--- config.mk ---
export PLATFORM = sky130hd
export DESIGN_NAME = sd_rd_sched
export DESIGN_NICKNAME = d
export VERILOG_FILES = /design/src/rtl/sd_pkg.sv /design/src/rtl/sd_rr_arb2.sv /design/src/rtl/sd_rd_sched.sv
export SDC_FILE = /design/constraint.sdc
export NUM_CORES = 1
export LEC_CHECK = 0
export CAP_MARGIN = 5
export CORE_UTILIZATION = 48
export CTS_CLUSTER_SIZE = 12
export DETAILED_ROUTE_END_ITERATION = 6
export PLACE_DENSITY = 0.84
export SLEW_MARGIN = 20
export SYNTH_ARGS = -nofsm -noshare
export SYNTH_HDL_FRONTEND = slang
export SYNTH_SLANG_ARGS = --single-unit
--- constraint.sdc ---
create_clock -name clk -period 2.15 [get_ports clk]
set_input_delay 0.645 -clock clk [delete_from_list [all_inputs] [get_ports clk]]
set_output_delay 0.645 -clock clk [all_outputs]
set_load 0.05 [all_outputs]
--- src/rtl/sd_pkg.sv ---
// Shared types and constants for the SD block-read sequencer.
// The state encoding, token byte values and the default block length live here.
package sd_pkg;

   typedef enum logic [2:0] {
      ST_IDLE,
      ST_ARB,
      ST_TOK,
      ST_DATA,
      ST_CRC,
      ST_FIN
   } state_t;

   localparam logic [7:0] TOK_START   = 8'hFE;
   localparam logic [7:0] TOK_IDLE    = 8'hFF;
   localparam int         BLK_LEN_DEF = 512;

endpackage

--- src/rtl/sd_rr_arb2.sv ---
// Two-way round-robin arbiter.
// The winner is combinational; load commits it as the last-served requester.
module sd_rr_arb2 (
   input  logic       clk,
   input  logic       rst,
   input  logic [1:0] req,
   input  logic       load,
   output logic [1:0] win,
   output logic       last
);

   logic last_q, last_d;

   always_comb begin
      win = 2'b00;
      case (req)
         2'b01:   win = 2'b01;
         2'b10:   win = 2'b10;
         // On a tie, serve whoever was not served last.
         2'b11:   win = last_q ? 2'b01 : 2'b10;
         default: win = 2'b00;
      endcase
   end

   always_comb begin
      last_d = last_q;
      if (load && (win != 2'b00))
         last_d = win[1];
   end

   always_ff @(posedge clk or posedge rst) begin
      if (rst)
         last_q <= 1'b1;
      else
         last_q <= last_d;
   end

   assign last = last_q;

endmodule

--- src/rtl/sd_rd_sched.sv ---
// Block-read sequencer sharing the SPI byte engine between two DMA requesters:
// arbitrate, hunt for the start token, stream BLK_LEN bytes, capture the CRC.
module sd_rd_sched
   import sd_pkg::*;
#(
   parameter int TOK_TIMEOUT = 1024,
   parameter int BLK_LEN     = BLK_LEN_DEF
) (
   input  logic        clk,
   input  logic        rst,
   input  logic [1:0]  req,
   output logic [1:0]  grant,
   output logic [7:0]  rd_data,
   output logic        rd_stb,
   output logic        rd_last,
   output logic [15:0] rd_crc,
   output logic        done,
   output logic        err,
   output logic        spi_start,
   output logic [7:0]  spi_dout,
   input  logic        spi_done,
   input  logic [7:0]  spi_din
);

   localparam int BW = $clog2(BLK_LEN) + 1;
   localparam int HW = $clog2(TOK_TIMEOUT) + 1;

   state_t        state_q, state_d;
   logic [1:0]    grant_q, grant_d;
   logic [7:0]    rd_data_q, rd_data_d;
   logic          rd_stb_q, rd_stb_d;
   logic          rd_last_q, rd_last_d;
   logic [15:0]   rd_crc_q, rd_crc_d;
   logic          done_q, done_d;
   logic          err_q, err_d;
   logic          fail_q, fail_d;
   logic          spi_start_q, spi_start_d;
   logic          out_q, out_d;
   logic [BW-1:0] byte_cnt_q, byte_cnt_d;
   logic [HW-1:0] hunt_cnt_q, hunt_cnt_d;

   logic [1:0]    arb_win;
   logic          arb_load;
   logic          arb_last;
   logic          xfer_state;

   sd_rr_arb2 u_arb (
      .clk  (clk),
      .rst  (rst),
      .req  (req),
      .load (arb_load),
      .win  (arb_win),
      .last (arb_last)
   );

   assign xfer_state = (state_q == ST_TOK) || (state_q == ST_DATA) || (state_q == ST_CRC);

   always_comb begin
      state_d     = state_q;
      grant_d     = grant_q;
      rd_data_d   = rd_data_q;
      rd_stb_d    = 1'b0;
      rd_last_d   = 1'b0;
      rd_crc_d    = rd_crc_q;
      done_d      = 1'b0;
      err_d       = err_q;
      fail_d      = fail_q;
      spi_start_d = 1'b0;
      out_d       = out_q;
      byte_cnt_d  = byte_cnt_q;
      hunt_cnt_d  = hunt_cnt_q;
      arb_load    = 1'b0;

      if (spi_done)
         out_d = 1'b0;
      // Issuing off the registered flag guarantees a gap cycle after spi_done.
      if (xfer_state && !out_q) begin
         spi_start_d = 1'b1;
         out_d       = 1'b1;
      end

      case (state_q)
         ST_IDLE: begin
            if (|req)
               state_d = ST_ARB;
         end
         ST_ARB: begin
            if (arb_win != 2'b00) begin
               grant_d    = arb_win;
               arb_load   = 1'b1;
               err_d      = 1'b0;
               fail_d     = 1'b0;
               hunt_cnt_d = '0;
               byte_cnt_d = '0;
               state_d    = ST_TOK;
            end else begin
               state_d = ST_IDLE;
            end
         end
         ST_TOK: begin
            if (spi_done) begin
               if (spi_din == TOK_IDLE) begin
                  if (hunt_cnt_q + HW'(1) == HW'(TOK_TIMEOUT)) begin
                     fail_d  = 1'b1;
                     state_d = ST_FIN;
                  end else begin
                     hunt_cnt_d = hunt_cnt_q + HW'(1);
                  end
               end else if (spi_din == TOK_START) begin
                  byte_cnt_d = '0;
                  state_d    = ST_DATA;
               end else begin
                  fail_d  = 1'b1;
                  state_d = ST_FIN;
               end
            end
         end
         ST_DATA: begin
            if (spi_done) begin
               rd_data_d  = spi_din;
               rd_stb_d   = 1'b1;
               byte_cnt_d = byte_cnt_q + BW'(1);
               if (byte_cnt_q == BW'(BLK_LEN - 1)) begin
                  rd_last_d  = 1'b1;
                  byte_cnt_d = '0;
                  state_d    = ST_CRC;
               end
            end
         end
         ST_CRC: begin
            // byte_cnt_q is reused to tell the two CRC bytes apart.
            if (spi_done) begin
               if (byte_cnt_q == '0) begin
                  rd_crc_d   = {spi_din, rd_crc_q[7:0]};
                  byte_cnt_d = BW'(1);
               end else begin
                  rd_crc_d = {rd_crc_q[15:8], spi_din};
                  state_d  = ST_FIN;
               end
            end
         end
         ST_FIN: begin
            done_d  = 1'b1;
            err_d   = fail_q;
            grant_d = 2'b00;
            state_d = ST_IDLE;
         end
         default: begin
            state_d = ST_IDLE;
         end
      endcase
   end

   always_ff @(posedge clk or posedge rst) begin
      if (rst) begin
         state_q     <= ST_IDLE;
         grant_q     <= 2'b00;
         rd_data_q   <= 8'h00;
         rd_stb_q    <= 1'b0;
         rd_last_q   <= 1'b0;
         rd_crc_q    <= 16'h0000;
         done_q      <= 1'b0;
         err_q       <= 1'b0;
         fail_q      <= 1'b0;
         spi_start_q <= 1'b0;
         out_q       <= 1'b0;
         byte_cnt_q  <= '0;
         hunt_cnt_q  <= '0;
      end else begin
         state_q     <= state_d;
         grant_q     <= grant_d;
         rd_data_q   <= rd_data_d;
         rd_stb_q    <= rd_stb_d;
         rd_last_q   <= rd_last_d;
         rd_crc_q    <= rd_crc_d;
         done_q      <= done_d;
         err_q       <= err_d;
         fail_q      <= fail_d;
         spi_start_q <= spi_start_d;
         out_q       <= out_d;
         byte_cnt_q  <= byte_cnt_d;
         hunt_cnt_q  <= hunt_cnt_d;
      end
   end

   assign grant     = grant_q;
   assign rd_data   = rd_data_q;
   assign rd_stb    = rd_stb_q;
   assign rd_last   = rd_last_q;
   assign rd_crc    = rd_crc_q;
   assign done      = done_q;
   assign err       = err_q;
   assign spi_start = spi_start_q;
   assign spi_dout  = TOK_IDLE;

endmodule

==> impl_metrics.csv <==
group,metric,value,unit
logic_synthesis,ys_async_sr_fraction,1.00,
cts,cts_buffer_depth,2,
floorplan,ios,52,
cts,cts_sinks,58,
setup_path,max_stage_delay,0.79,ns
global_route,grt_pass1_wl,13600,um
setup_path,crit_type,"flop to primary output",
layout,design_area,4230,sq um
global_route,grt_pass1_vias,2872,
pwr,power,5330,uW
logic_synthesis,yosys-top-cells-count,"57 x dfrtp_1, 24 x nand2_1, 24 x o21ai_0",
pwr,internal-power,2880,uW
timing,tightest_slew,0.522,ns
logic_synthesis,ys_top_cells_by_area,"dfrtp_1 48%, mux2_2 8.6%, o21ai_0 4.0%",
timing,slew_headroom,0.651,
global_route,antenna_found_initial,0,
cts,cts_buffers,9,
route,drt-initial-drc-count,212,
route,via_count,2786,
setup_path,crit_arrival,1.46,ns
layout,layout-drive-gt1-share,0.350,
floorplan,start_util,0.501,
route,vias_per_cell,5.79,
pwr,p_sw,2450,uW
logic_synthesis,synth_edf_count,0,
logic_synthesis,synth.most_common_cell,"dfrtp_1",
cts,ctsRootBufferMaster,"clkbuf_8",
timing,layout_setup_ws,0.0495,ns
logic_synthesis,syn_inst,295,
logic_synthesis,ys_seq_area_frac,0.484,
setup_path,cp_top_family,"buffers and inverters",
layout,antennaDiodeCount,0,
route,drtPass1Iterations,6,
cts,clock_latency,0.34,ns
pwr,power.density,1260,nW/um^2
layout,fillCellCount,420,
logic_synthesis,yosys.area.top_type_share,0.475,
cts,clk_pin_slew,0.06,ns
global_route,grtUsageTotal,0.276,
setup_path,r2r_setup_slack,0.05,ns
timing,period_minus_slack,2.10,ns
timing,timing.hold.ws,0.445,ns
floorplan,dieArea,6570,sq um
global_route,overflow,0,
global_route,grt_max_degree,20,
floorplan,core,5990,sq um
pwr,comb_power_share,0.535,
route,wl_per_cell,17.5,um
placement,io_buffers,43,
layout,final_nets,418,
route,postRouteAntennaNets,0,
timing,fmax,476,MHz
setup_path,cp_slowest_cell,"clkdlybuf4s50_1",
layout,layout.cells.non_filler,481,
pwr,p_sw_frac,0.460,
pwr,power.leakage,0.00211,uW
outcome,status,"completed",
placement,placed_cell_area,3870,sq um
logic_synthesis,synth_warnings,0,
setup_path,crit_buf_inv,1,
logic_synthesis,post-synth-top-area-cell,"dfrtp_1",
route,drc,0,
timing,finalHoldViolCount,0,
logic_synthesis,syn_avg_cell_area,10.2,sq um
floorplan,die_h,81.1,um
min_path,min_path_type,"flop to flop",
run,max_cap_viol_count,0,
timing,maxSlewViolCount,0,
logic_synthesis,synth_cell_types,54,
logic_synthesis,synth_area,3000,sq um
placement,dpl.hpwl,5480,um
setup_path,path_cells,"clkdlybuf4s50_1",
cts,h-tree-depth,3,
placement,dp_slack,-0.609,ns
logic_synthesis,ys_ff_latch,58,
layout,area_delta_synth_final,41.0,%
placement,gp_congestion,0.943,
timing,setup_violations,0,
logic_synthesis,synth_ff_type,"dfrtp_1",
pwr,clock_power_share,0.157,
route,wl,8400,um
pwr,vdd_drop_max,1.07,mV
timing,fin_worst_skew,0.00871,ns
setup_path,path_max_fanout,1,
pwr,pwr-share-seq,0.308,
placement,post-place-cells,459,
timing,period_share,0.977,
setup_path,end_kind,"primary output",
floorplan,rows,28,
floorplan,die_w,81.1,um
cts,cts_tree,"done",
setup_path,start_kind,"flop",
setup_path,critPathRequiredTime,1.50,ns
## what timing repair did
action | 4_1_cts | 5_1_grt
endpoints found under the setup margin | 22 | 33
hold buffers | 0 | 0
gates resized for setup | 32 | 31
buffers inserted | 6 | 1
pin swaps | 7 | 10
## registers in the layout, indices dropped and copies added (netlist names)
signal	flops
rd_crc	16
hunt_cnt_q	11
byte_cnt_q	10
rd_data	8
state_q	3
grant	2
done	1
err	1
fail_q	1
out_q	1
rd_last	1
rd_stb	1
spi_start	1
u_arb.last	1
## cell type report
type,count,area [sq um],share of cell area
Clock buffer,12,135,0.0319
Clock inverter,3,17.5,0.00414
Inverter,7,26.3,0.00621
Multi-Input combinational cell,218,1560,0.369
Sequential cell,58,1460,0.344
Tap cell,75,93.8,0.0222
Timing Repair Buffer,108,941,0.222
## kinds of logic after synthesis
kind of cell	after synthesis	synth area share
flip-flops	58	0.484
AO/OA/AOI/OAI	70	0.164
XOR/XNOR	1	0.00292
AND/OR/NAND/NOR	108	0.187
buffers and inverters	26	0.0450
adder cells (fa/ha/maj)	3	0.0125
multiplexers	28	0.103
other	1	0.00125
## power groups by stage
stage	logic (uW)	registers [uW]	clock network, uW
after detailed placement	2820	1660	0
after CTS	2840	1650	849
after global placement	2760	1640	0
after floorplan	862	2580	0
after global routing	3010	1690	891
final	2850	1640	835
## routing by layer
metal,vias up,wire [um],global-route usage,part of all wire
li1,1279,-,-,-
met1,1346,3330,0.325,0.40
met2,131,4270,0.471,0.51
met3,30,528,0.0730,0.063
met4,0,270,0.127,0.032
met5,-,0,0,0
## layout by cell type, fill, tap and decap left out, types with 8 or more instances in the layout
master	netlist	routed
clkbuf_8	0	9
dlymetal6s2s_1	0	17
nand3_1	13	12
nor2_1	23	23
dfrtp_1	57	55
buf_4	9	72
nand4_1	8	8
mux2_2	23	23
conb_1	1	8
dlygate4sd2_1	0	12
nand2_1	24	21
a21oi_1	8	8
o21ai_0	24	21
## path summary, 6_finish.rpt
| path | start | endpoint | cells past startpoint |
|---|---|---|---|
| max | done | done | 1 |
| min | out_q | spi_start | 1 |
| max reg2reg | hunt_cnt_q[1] | hunt_cnt_q[3] | 8 |
| min reg2reg | out_q | spi_start | 1 |
| max in group asynchronous | rst | hunt_cnt_q[3] | 3 |
| min in group asynchronous | rst | rd_data[5] | 2 |
## metrics by stage
step                      TNS (ns)  utilization
after floorplan                  0            -
after global placement       -8.55        0.646
after detailed placement    -10.41        0.646
after CTS                        0        0.690
after global routing       -0.0772        0.706
final                            0        0.706
Power figures use the tool's default switching activity.
